## config.mk

```make
export PLATFORM = sky130hd
export DESIGN_NAME = register_file
export DESIGN_NICKNAME = d
export VERILOG_FILES = /design/src/rtl/register_file.sv
export SDC_FILE = /design/constraint.sdc
export NUM_CORES = 1
export LEC_CHECK = 0
export ABC_CLOCK_PERIOD_IN_PS = 1700
export CORE_ASPECT_RATIO = 1.75
export CORE_MARGIN = 3
export CORE_UTILIZATION = 50
export CTS_CLUSTER_DIAMETER = 50
export DETAILED_ROUTE_END_ITERATION = 16
export PLACE_DENSITY = 0.71
export SYNTH_ARGS = -nofsm -noshare
export SYNTH_HDL_FRONTEND = slang
export SYNTH_SLANG_ARGS = --single-unit
```

## constraint.sdc

```tcl
create_clock -name clock -period 1.7 [get_ports clock]
set_clock_uncertainty 0.15 [all_clocks]
set_input_delay 0.17 -clock clock [delete_from_list [all_inputs] [get_ports clock]]
set_output_delay 0.17 -clock clock [all_outputs]
set_load 0.02 [all_outputs]
```

## src/rtl/register_file.sv

```systemverilog
// Per-thread 16 x 8-bit register file for one SIMT lane: two registered read ports, one write port.
// Optional REG_ZERO_R0_EN: R0 hardwired to zero (writes dropped, reads return 0).
module register_file #(
    parameter int THREADS_PER_BLOCK = 4,
    parameter int THREAD_ID         = 0,
    parameter int DATA_BITS         = 8
) (
    input  logic                 clock,
    input  logic                 reset,
    input  logic                 enable,
    input  logic [2:0]           core_state,
    input  logic                 reg_write_enable,
    input  logic [1:0]           reg_input_mux,
    input  logic [DATA_BITS-1:0] alu_out,
    input  logic [DATA_BITS-1:0] lsu_out,
    input  logic [DATA_BITS-1:0] immediate,
    input  logic [3:0]           rs_address,
    input  logic [3:0]           rt_address,
    input  logic [3:0]           rd_address,
    input  logic [DATA_BITS-1:0] block_id,
    output logic [DATA_BITS-1:0] rs_data,
    output logic [DATA_BITS-1:0] rt_data
);

    localparam logic [2:0] STATE_REQUEST = 3'b011;
    localparam logic [2:0] STATE_UPDATE  = 3'b110;
    localparam int         NUM_GPR       = 13;

    localparam logic [DATA_BITS-1:0] BLOCK_DIM = DATA_BITS'(THREADS_PER_BLOCK);
    localparam logic [DATA_BITS-1:0] THREAD_IX = DATA_BITS'(THREAD_ID);

    logic [DATA_BITS-1:0] w_regs [0:15];
    logic [DATA_BITS-1:0] w_write_data;
    logic                 w_write_en;
    logic                 w_read_en;
    logic [DATA_BITS-1:0] r_block_id;
    logic [DATA_BITS-1:0] r_rs_data;
    logic [DATA_BITS-1:0] r_rt_data;

    always_comb begin
        w_write_data = alu_out;
        case (reg_input_mux)
            2'b00:   w_write_data = alu_out;
            2'b01:   w_write_data = lsu_out;
            2'b10:   w_write_data = immediate;
            default: w_write_data = alu_out;
        endcase
    end

    // Only R0..R12 are writable; the mux code 11 means "no writeback".
`ifdef REG_ZERO_R0_EN
    assign w_write_en = enable && (core_state == STATE_UPDATE) && reg_write_enable &&
                        (rd_address <= 4'd12) && (rd_address != 4'd0) &&
                        (reg_input_mux != 2'b11);
`else
    assign w_write_en = enable && (core_state == STATE_UPDATE) && reg_write_enable &&
                        (rd_address <= 4'd12) && (reg_input_mux != 2'b11);
`endif

    assign w_read_en = enable && (core_state == STATE_REQUEST);

    genvar gi;
    generate
        for (gi = 0; gi < NUM_GPR; gi++) begin : g_gpr
            logic [DATA_BITS-1:0] r_value;

            always_ff @(posedge clock or negedge reset) begin
                if (!reset) begin
                    r_value <= '0;
                end else if (w_write_en && (rd_address == 4'(gi))) begin
                    r_value <= w_write_data;
                end
            end

`ifdef REG_ZERO_R0_EN
            if (gi == 0) begin : g_zero
                assign w_regs[gi] = '0;
            end else begin : g_live
                assign w_regs[gi] = r_value;
            end
`else
            assign w_regs[gi] = r_value;
`endif
        end
    endgenerate

    // R13 tracks block_id on every enabled edge, regardless of core state.
    always_ff @(posedge clock or negedge reset) begin
        if (!reset) begin
            r_block_id <= '0;
        end else if (enable) begin
            r_block_id <= block_id;
        end
    end

    assign w_regs[13] = r_block_id;
    assign w_regs[14] = BLOCK_DIM;
    assign w_regs[15] = THREAD_IX;

    always_ff @(posedge clock or negedge reset) begin
        if (!reset) begin
            r_rs_data <= '0;
            r_rt_data <= '0;
        end else if (w_read_en) begin
            r_rs_data <= w_regs[rs_address];
            r_rt_data <= w_regs[rt_address];
        end
    end

    assign rs_data = r_rs_data;
    assign rt_data = r_rt_data;

endmodule

```

======== Yosys cells after proc, flatten, opt, wreduce, memory -nomap -nowiden ========
Index checks and enable logic that the tools add are counted.
storage, ports and cells
  flip-flop bits (word level) ............. 128
  input port bits ......................... 53
  bits in latches ......................... 0
  memory bits (writable) .................. 0
  memory bits (read-only) ................. 0
  memories ................................ 0
cells by class
  bitwise logic cells ..................... 2
  multiply operators ...................... 0
  add/sub/neg operators ................... 0
  divide/modulo/power cells ............... 0
  shifts and indexed selects .............. 0
  reductions and logical operators ........ 19
  equality and inequality tests ........... 17
  order comparisons ....................... 3
  mux-type cells .......................... 7
operator list
  operator                                                         count
  8-bit binary-select mux with 4-bit select                        2
  8-bit two-way mux                                                4
  4-bit == test, second input constant                             5
  1-bit logical AND                                                18
  4-bit by 3-bit == test with 1-bit output, second input constant  4
  8-bit one-hot mux with 2 select lines                            1
  5-bit >= comparator, second input constant                       2
  4-bit NOT with 5-bit output                                      2
  4-bit by 2-bit == test with 1-bit output, second input constant  2
  4-bit by 1-bit == test with 1-bit output, second input constant  1
  4-bit <= comparator, second input constant                       1
  4-bit logical NOT                                                1
  3-bit by 2-bit == test with 1-bit output, second input constant  1
  3-bit == test, second input constant                             1
  2-bit by 1-bit == test with 1-bit output, second input constant  1
  2-bit == test, second input constant                             1
  2-bit inequality test, second input constant                     1

======== Depth between registers and ports, before layout ========
Gate-level depths: netlist (run 1).
  depth after elaboration ................. 6
  mapped depth ............................ 7
  gate-level depth less buffers ........... 5

======== Least setup slack after synthesis (run 1) ========
No wires, ideal clock.
  path type ............................... input -> register
  from .................................... in reg_input_mux[0]
  to ...................................... reg g_gpr[11].r_value[0]
  data required time ...................... 1.425 ns
  data arrival time ....................... 1.625 ns
  stages .................................. 6
  path slack .............................. -0.199 ns
  cell sequence ........................... ha_1 -> nand4bb_4 -> nor4b_4 -> and3_1 -> buf_4 -> mux2_2
between the ends
  cells in the longest elaborated chain, start to end .. 3
RTL lines
  what                                                                                           RTL line  source
  start: declaration                                                                             13        input logic [1:0] reg_input_mux,
  parallel branches: the longest is 3 deep, another holds 8-bit one-hot mux with 2 select lines  n/a
  end signal: assignment                                                                         71        r_value <= w_write_data;
  end: declaration                                                                               65        logic [DATA_BITS-1:0] r_value;
Several ways; the timed one is not identified.
A chain may end at the register's enable or synchronous reset.

======== Worst setup path in the final report (run 1) ========
  from .................................... reg g_gpr[6].r_value[2]
  to ...................................... reg r_rt_data[2] (netlist: rt_data[2])
between the ends
  cells in the longest elaborated chain, start to end .. 3
RTL lines
  what                                                   RTL line  source
  start: declaration                                     65
  start signal: assignment                               71
  8-bit binary-select mux with 4-bit select              106       r_rt_data <= w_regs[rt_address];
  8-bit two-way mux (not written as such) (2 in series)  106
  end signal: assignment                                 106
  end: declaration                                       38        logic [DATA_BITS-1:0] r_rt_data;
Every way passes these cells. The select of a mux whose other input is x is not followed.

==> summary.txt, run 1 <==
Run status
  – Outcome: complete, no violations

CTS
  – Clock Sink Count: 128
  – Clock slew at reported path FFs: 0.06 ns
  – Clk root buf: clkbuf_16
  – Clock buffer count from CTS: 17
  – Clock Path Buffers: 2
  – Clock Latency Late Sink: slightly above 0.4 ns
  – CTS tree: yes
  – H-tree depth: 4

Pwr
  – PwrDens: between 800 and 900 mW/mm^2
  – Max VDD drop: around 0.52 mV
  – Leakage: 0.00428 uW

Synth
  – Synth Net Count: roughly 540
  – Async set or reset register ratio after synthesis: between 90% and 100%
  – Register area share after synthesis: roughly 47%
  – Main synth FF type: dfrtp_1
  – Avg Inst Size Synth: 14.1 sq um
  – Synth cell types: 37
  – Synth warn: 0
  – Mapped Cells: 488
  – Mapped Area: 0.00686 sq mm
  – Post-synth EDFFs: 0
  – Register bit total from synthesis: about 130

Global route
  – Met1 GRT Util: a little under a third
  – Met2 global-route usage: 46.2%
  – Tot GR Track Use: about a quarter
  – Total global routing overflow: 0
  – Number of global-route vias before repair: about 5400
  – Initial antenna violation count: 0
  – Gr busiest metal: met2
  – First-pass GRT wire length: 29600 um
  – Met3 Usage GRT: 5.96%
  – Largest net degree at the start of global routing: a little under 50

Critical path
  – End of the worst register-to-register path: rt_data[2]
  – Critical setup path kind: reg2reg
  – CP max FO: 3
  – Origin of the worst setup path: g_gpr[6].r_value[2]
  – Arr. time, crit path: 1.80 ns
  – FF-to-FF setup slack: 0.04 ns
  – Crit. End Element: register
  – Crit Reg-Reg Startpoint: g_gpr[6].r_value[2]
  – Critical Path RT: roughly 1.8 ns
  – Worst R2R Path Depth: 4
  – CP Launch Type: register

Placement
  – Worst slack, placed: -0.757 ns
  – Global placement routability congestion: around 0.85
  – Post-DP HPWL: roughly 14000 um
  – IO Port Bufs: roughly 70
  – Area after DPL: about 0.0082 sq mm
  – Placed Instances: around 750

Worst hold path
  – WHS Path Cells: 3
  – Hold path endpoint: r_block_id[2]
  – HP Class: in2reg
  – Hold path start: enable

Detailed routing
  – Iteration-0 DRC Markers: about 270
  – Avg WL per Cell: approximately 23 um
  – Routed Antenna Nets: 0
  – Total Wirelength: between 15000 and 20000 um
  – DR vias/cell: 6.08
  – Routed via count: 4823
  – DRC violations left: 0
  – Pre-Repair DR Iteration Count: 4

Floorplanning
  – CORE AREA: 0.0135 sq mm
  – Initial core utilization: roughly half
  – FP Rows: 56
  – Die X: 94.6 um
  – Die Footprint: about 0.015 sq mm
  – IO Count: ~70
  – DIE HEIGHT: between 150 and 200 um

Flow run
  – Max-cap viol count: 0

Timing
  – Final hold slack: 0.0772 ns
  – Tcrit/Tclk final: 97.6%
  – Minimum clock period: between 1.5 and 2 ns
  – Achievable Freq: approximately 0.6 GHz
  – Slew at the pin with the worst max-slew slack: ~0.51 ns
  – Slew headroom: between 60% and 70%
  – Fin Setup TNS: 0 ns
  – Unrepaired setup endpoints after global routing: false
  – Slew Viols, Final: 0
  – Post-route setup slack: 0.0416 ns
  – Final Hold Vio Count: 0
  – Endpoints failing setup: 0

Layout
  – Final non-filler cell total: just under 800
  – Nets@finish: between 600 and 700
  – Finished Cell Area: approximately 0.009 sq mm
  – Register Area: approximately 0.0032 sq mm
  – ANT cells: 0
  – Fill cells: 977
  – Layout cells sized above 1: 45.9%
  – P&R area growth vs syn: 30.7%
  – Multi-input gate area: 0.00363 sq mm
## cell usage in the layout (no fill, tap or decap), drive strengths merged, types with 14 or more instances in the layout
cell type,instances
mux4,46
buf,67
dlygate4sd2,14
clkbuf,17
nor2,21
dfrtp,128
mux2i,33
nand2,19
o21ai,21
inv,16
mux2,113
a21oi,14
clkdlybuf4s50,40
## worst max-delay path: stages, from the launching register on
cell and delay [ns]:
dfrtp_1 0.39, mux4_2 0.49, mux2_2 0.31, a21oi_2 0.13, a21oi_1 0.07
## power by group
group	internal, uW	switching, uW
clock	1900	1490
combinational	631	645
sequential	3230	124
total	5760	2260
## per-stage QoR
stage	util (%)	total power [uW]
after floorplan	-	4030
after global placement	61.3	4670
after detailed placement	61.3	4710
after CTS	66.2	8070
after global routing	66.7	8340
final	66.7	8020
## what timing repair did
item,in CTS,in global routing
setup buffers,3,1
pin swaps,5,6
resized for setup,39,19
endpoints found under the setup margin,115,109
hold buffers,3,0
endpoints found under the hold margin,128,0
## area by class of cell
type | count | area share, %
multi-input combinational | 317 | 40.5
sequential | 128 | 35.7
timing repair buffer | 134 | 14.9
clock buffer | 17 | 4.74
tap | 174 | 2.43
clock inverter | 15 | 1.35
inverter | 8 | 0.335
## state kept, by name, indices dropped and copies added, names as in the netlist
name           count
rs_data            8
g_gpr.r_value    104
rt_data            8
r_block_id         8
## cell families (layout without fill, tap and decap cells)
group                    after synthesis  count (layout)  synth area share [%]
flip-flops                           128             128                  46.7
multiplexers                         192             192                  38.5
adder cells (fa/ha/maj)                3               3                 0.547
AND/OR/NAND/NOR                       57              57                  5.16
buffers and inverters                 43             174                  2.95
AO/OA/AOI/OAI                         65              65                  6.22
## worst max-delay path by stage
stage	to	depth (start not counted)	slack, ns
floorplan	g_gpr[11].r_value[0]	6	-0.18
global placement	g_gpr[3].r_value[3]	7	-0.65
detailed placement	g_gpr[3].r_value[2]	7	-0.76
CTS	g_gpr[8].r_value[7]	7	-0.007
global route	rt_data[1]	4	0.002
finish	rt_data[2]	4	0.04
## per-layer routing
metal  vias to the layer above  wire length [um]
li1                       2110                 -
met1                      2508              6750
met2                       178             10100
met3                        27              1170
met4                         0               355
met5                         -                 0
## Yosys cell counts, drive strengths merged, types with 3 or more instances
master | number | area share [%]
a221oi | 12 | 1.5
mux2i | 33 | 4.8
a21oi | 14 | 1.0
nor2 | 21 | 1.1
buf | 20 | 1.7
ha | 3 | 0.55
nand3 | 3 | 0.29
mux4 | 46 | 15
o21ai | 21 | 1.5
nand2 | 19 | 1.4
o22a | 3 | 0.38
clkbuf | 15 | 0.82
dfrtp | 128 | 47
mux2 | 113 | 19
a22oi | 8 | 0.88
inv | 8 | 0.44
Power figures use the tool's default switching activity.
==> inputs of run 2 (changes only) <==
--- a/config.mk
+++ b/config.mk
@@ -6,12 +6,15 @@
 export NUM_CORES = 1
 export LEC_CHECK = 0
 export ABC_CLOCK_PERIOD_IN_PS = 1700
+export CELL_PAD_IN_SITES_DETAIL_PLACEMENT = 0
+export CELL_PAD_IN_SITES_GLOBAL_PLACEMENT = 2
 export CORE_ASPECT_RATIO = 1.75
 export CORE_MARGIN = 3
-export CORE_UTILIZATION = 50
+export CORE_UTILIZATION = 41
 export CTS_CLUSTER_DIAMETER = 50
+export CTS_CLUSTER_SIZE = 28
 export DETAILED_ROUTE_END_ITERATION = 16
-export PLACE_DENSITY = 0.71
+export PLACE_DENSITY_LB_ADDON = 0.1
 export SYNTH_ARGS = -nofsm -noshare
 export SYNTH_HDL_FRONTEND = slang
 export SYNTH_SLANG_ARGS = --single-unit
==> run 2 against run 1 <==
  * Critical path depth stayed put
  * Via count down 1.7%
  * Utilization is 12 points lower
  * Largest cell class unchanged
  * Critical endpoint unchanged
  * Register-to-register slack is essentially flat
==> summary.txt, run 2 (same netlist as run 1, synthesis figures left out) <==
Floorplanning
  – Die Footprint: 0.0184 sq mm
  – FP Rows: 62
  – DIE HEIGHT: 177 um
  – CORE AREA: approximately 0.016 sq mm
  – Initial core utilization: between 40% and 50%
  – IO Count: 69
  – Die X: between 100 and 150 um

Critical path
  – Arr. time, crit path: 1.80 ns
  – Crit Reg-Reg Startpoint: g_gpr[7].r_value[2]
  – Critical setup path kind: reg2reg
  – CP max FO: 3
  – Crit. End Element: register
  – FF-to-FF setup slack: 0.05 ns
  – End of the worst register-to-register path: rt_data[2]
  – Origin of the worst setup path: g_gpr[7].r_value[2]
  – Critical Path RT: between 1.5 and 2 ns
  – CP Launch Type: register
  – Worst R2R Path Depth: 4
  – Crit path capture: rt_data[2]

Timing
  – Slew headroom: roughly 66%
  – Slew Viols, Final: 0
  – Achievable Freq: around 0.61 GHz
  – Tcrit/Tclk final: just under 100%
  – Unrepaired setup endpoints after global routing: false
  – Final hold slack: 0.0488 ns
  – Final Hold Vio Count: 0
  – Slew at the pin with the worst max-slew slack: 0.503 ns
  – Endpoints failing setup: 0
  – Minimum clock period: around 1.7 ns

Pwr
  – Internal power: between 5000 and 6000 uW
  – Clock power share: between 40% and 50%
  – Net Sw Frac: approximately 27%
  – Logic pwr share: approximately 16%
  – PwrDens: 907 mW/mm^2
  – Sequential share of power: 40.9%
  – Total power: between 8000 and 9000 uW
  – Max VDD drop: just under 0.7 mV
  – Sw Pwr: approximately 2200 uW
  – Leakage: about 0.0042 uW

Flow run
  – Max-cap viol count: 0

Placement
  – Placed Instances: 806
  – Area after DPL: 0.00835 sq mm
  – IO Port Bufs: 68
  – Global placement routability congestion: between 0.7 and 0.8
  – Post-DP HPWL: ~14000 um

Layout
  – Most flop-heavy register: g_gpr.r_value
  – Layout cells sized above 1: a little under half
  – ANT cells: 0
  – Largest register FFs: 104
  – Most frequent cells in the layout: dfrtp_1 (128), mux2_2 (96), buf_4 (50)
  – Final core occ: 54.9%
  – P&R area growth vs syn: 31.5%
  – Nets@finish: ~660
  – Finished Cell Area: roughly 0.0090 sq mm
  – Final non-filler cell total: roughly 840
  – Commonest non-fill, non-tap cell in the layout: dfrtp_1

Detailed routing
  – Routed Antenna Nets: 0
  – Avg WL per Cell: ~22 um
  – Routed via count: roughly 4700
  – Iteration-0 DRC Markers: roughly 200
  – Total Wirelength: 18500 um
  – Pre-Repair DR Iteration Count: 6
  – DR vias/cell: 5.63
  – DRC violations left: 0

Global route
  – Largest net degree at the start of global routing: 37
  – Initial antenna violation count: 0
  – Total global routing overflow: 0
  – Tot GR Track Use: between 20% and 30%
  – Number of global-route vias before repair: between 5000 and 6000
  – First-pass GRT wire length: 29000 um

CTS
  – CTS tree: yes
  – Clock Sink Count: ~130
  – H-tree depth: 4
  – Clock buffer count from CTS: 17
  – Clock Latency Late Sink: roughly 0.42 ns
  – Clock slew at reported path FFs: ~0.060 ns
  – Clock Path Buffers: 2
  – Clk root buf: clkbuf_16

Run status
  – Outcome: complete, no violations

Worst hold path
  – HP Class: in2reg
[run 2: changes by cell type in the layout (fill, tap and decap cells not counted), sizes merged, moves of 2 or more]
cell | previous run | this run
dlymetal6s2s | 9 | 5
clkinv | 6 | 4
clkbuf | 17 | 19
dlygate4sd2 | 14 | 16
inv | 16 | 14
buf | 67 | 69
[run 2: what timing repair did]
action	4_1_cts	5_1_grt
buffers inserted	2	1
pin swaps	5	5
hold endpoints to repair	128	0
hold buffers	1	0
gates resized for setup	39	13
endpoints found under the setup margin	118	76
[run 2: critical path, cell delays in order, from the launching register on]
cell and delay (ns):
dfrtp_1 0.40, mux4_2 0.46, mux2_4 0.30, a21oi_2 0.14, a21oi_1 0.08
[run 2: how the worst min path moves through the flow]
| stage | startpoint | end | slack (ns) | depth (start not counted) |
|---|---|---|---|---|
| 2_1_floorplan | reset | g_gpr[0].r_value[0] | -0.28 | 0 |
| 3_3_place_gp | reset | r_block_id[3] | 0.01 | 1 |
| 3_5_place_dp | reset | r_block_id[3] | 0.02 | 1 |
| 4_1_cts | reset | g_gpr[7].r_value[5] | 0.12 | 2 |
| 5_1_grt | enable | r_block_id[2] | 0.09 | 3 |
| 6_report | enable | r_block_id[2] | 0.05 | 3 |
[run 2: layout make-up]
type / instances / area (sq um)
Clock buffer: 19 / 453
Clock inverter: 13 / 128
Fill cell: 1410 / 7420
Inverter: 8 / 30.0
Multi-Input combinational cell: 317 / 3600
Sequential cell: 128 / 3200
Tap cell: 224 / 280
Timing Repair Buffer: 133 / 1330
[run 2: metal layers]
metal  GRT usage, %  vias to the layer above  wire length, um
met2           38.2                      119            10000
met5              0                        -                0
met1           24.1                     2466             7410
met4           8.87                        0              505
met3           3.29                       37              530
li1               -                     2117                -
[run 2: power groups by stage]
stage          clock network (uW)  registers [uW]  logic (uW)
6_report                     3580            3340        1260
5_1_grt                      3780            3370        1370
4_1_cts                      3660            3340        1280
3_5_place_dp                    0            3400        1320
3_3_place_gp                    0            3390        1300
2_1_floorplan                   0            3480         555
[run 2: metrics by stage]
step,worst slack (ns),TNS [ns]
detailed placement,-0.685,-71.21
finish,0.0474,0
global route,0.000721,0
global placement,-0.672,-69.01
CTS,0.00367,0
floorplan,-0.182,-1.76
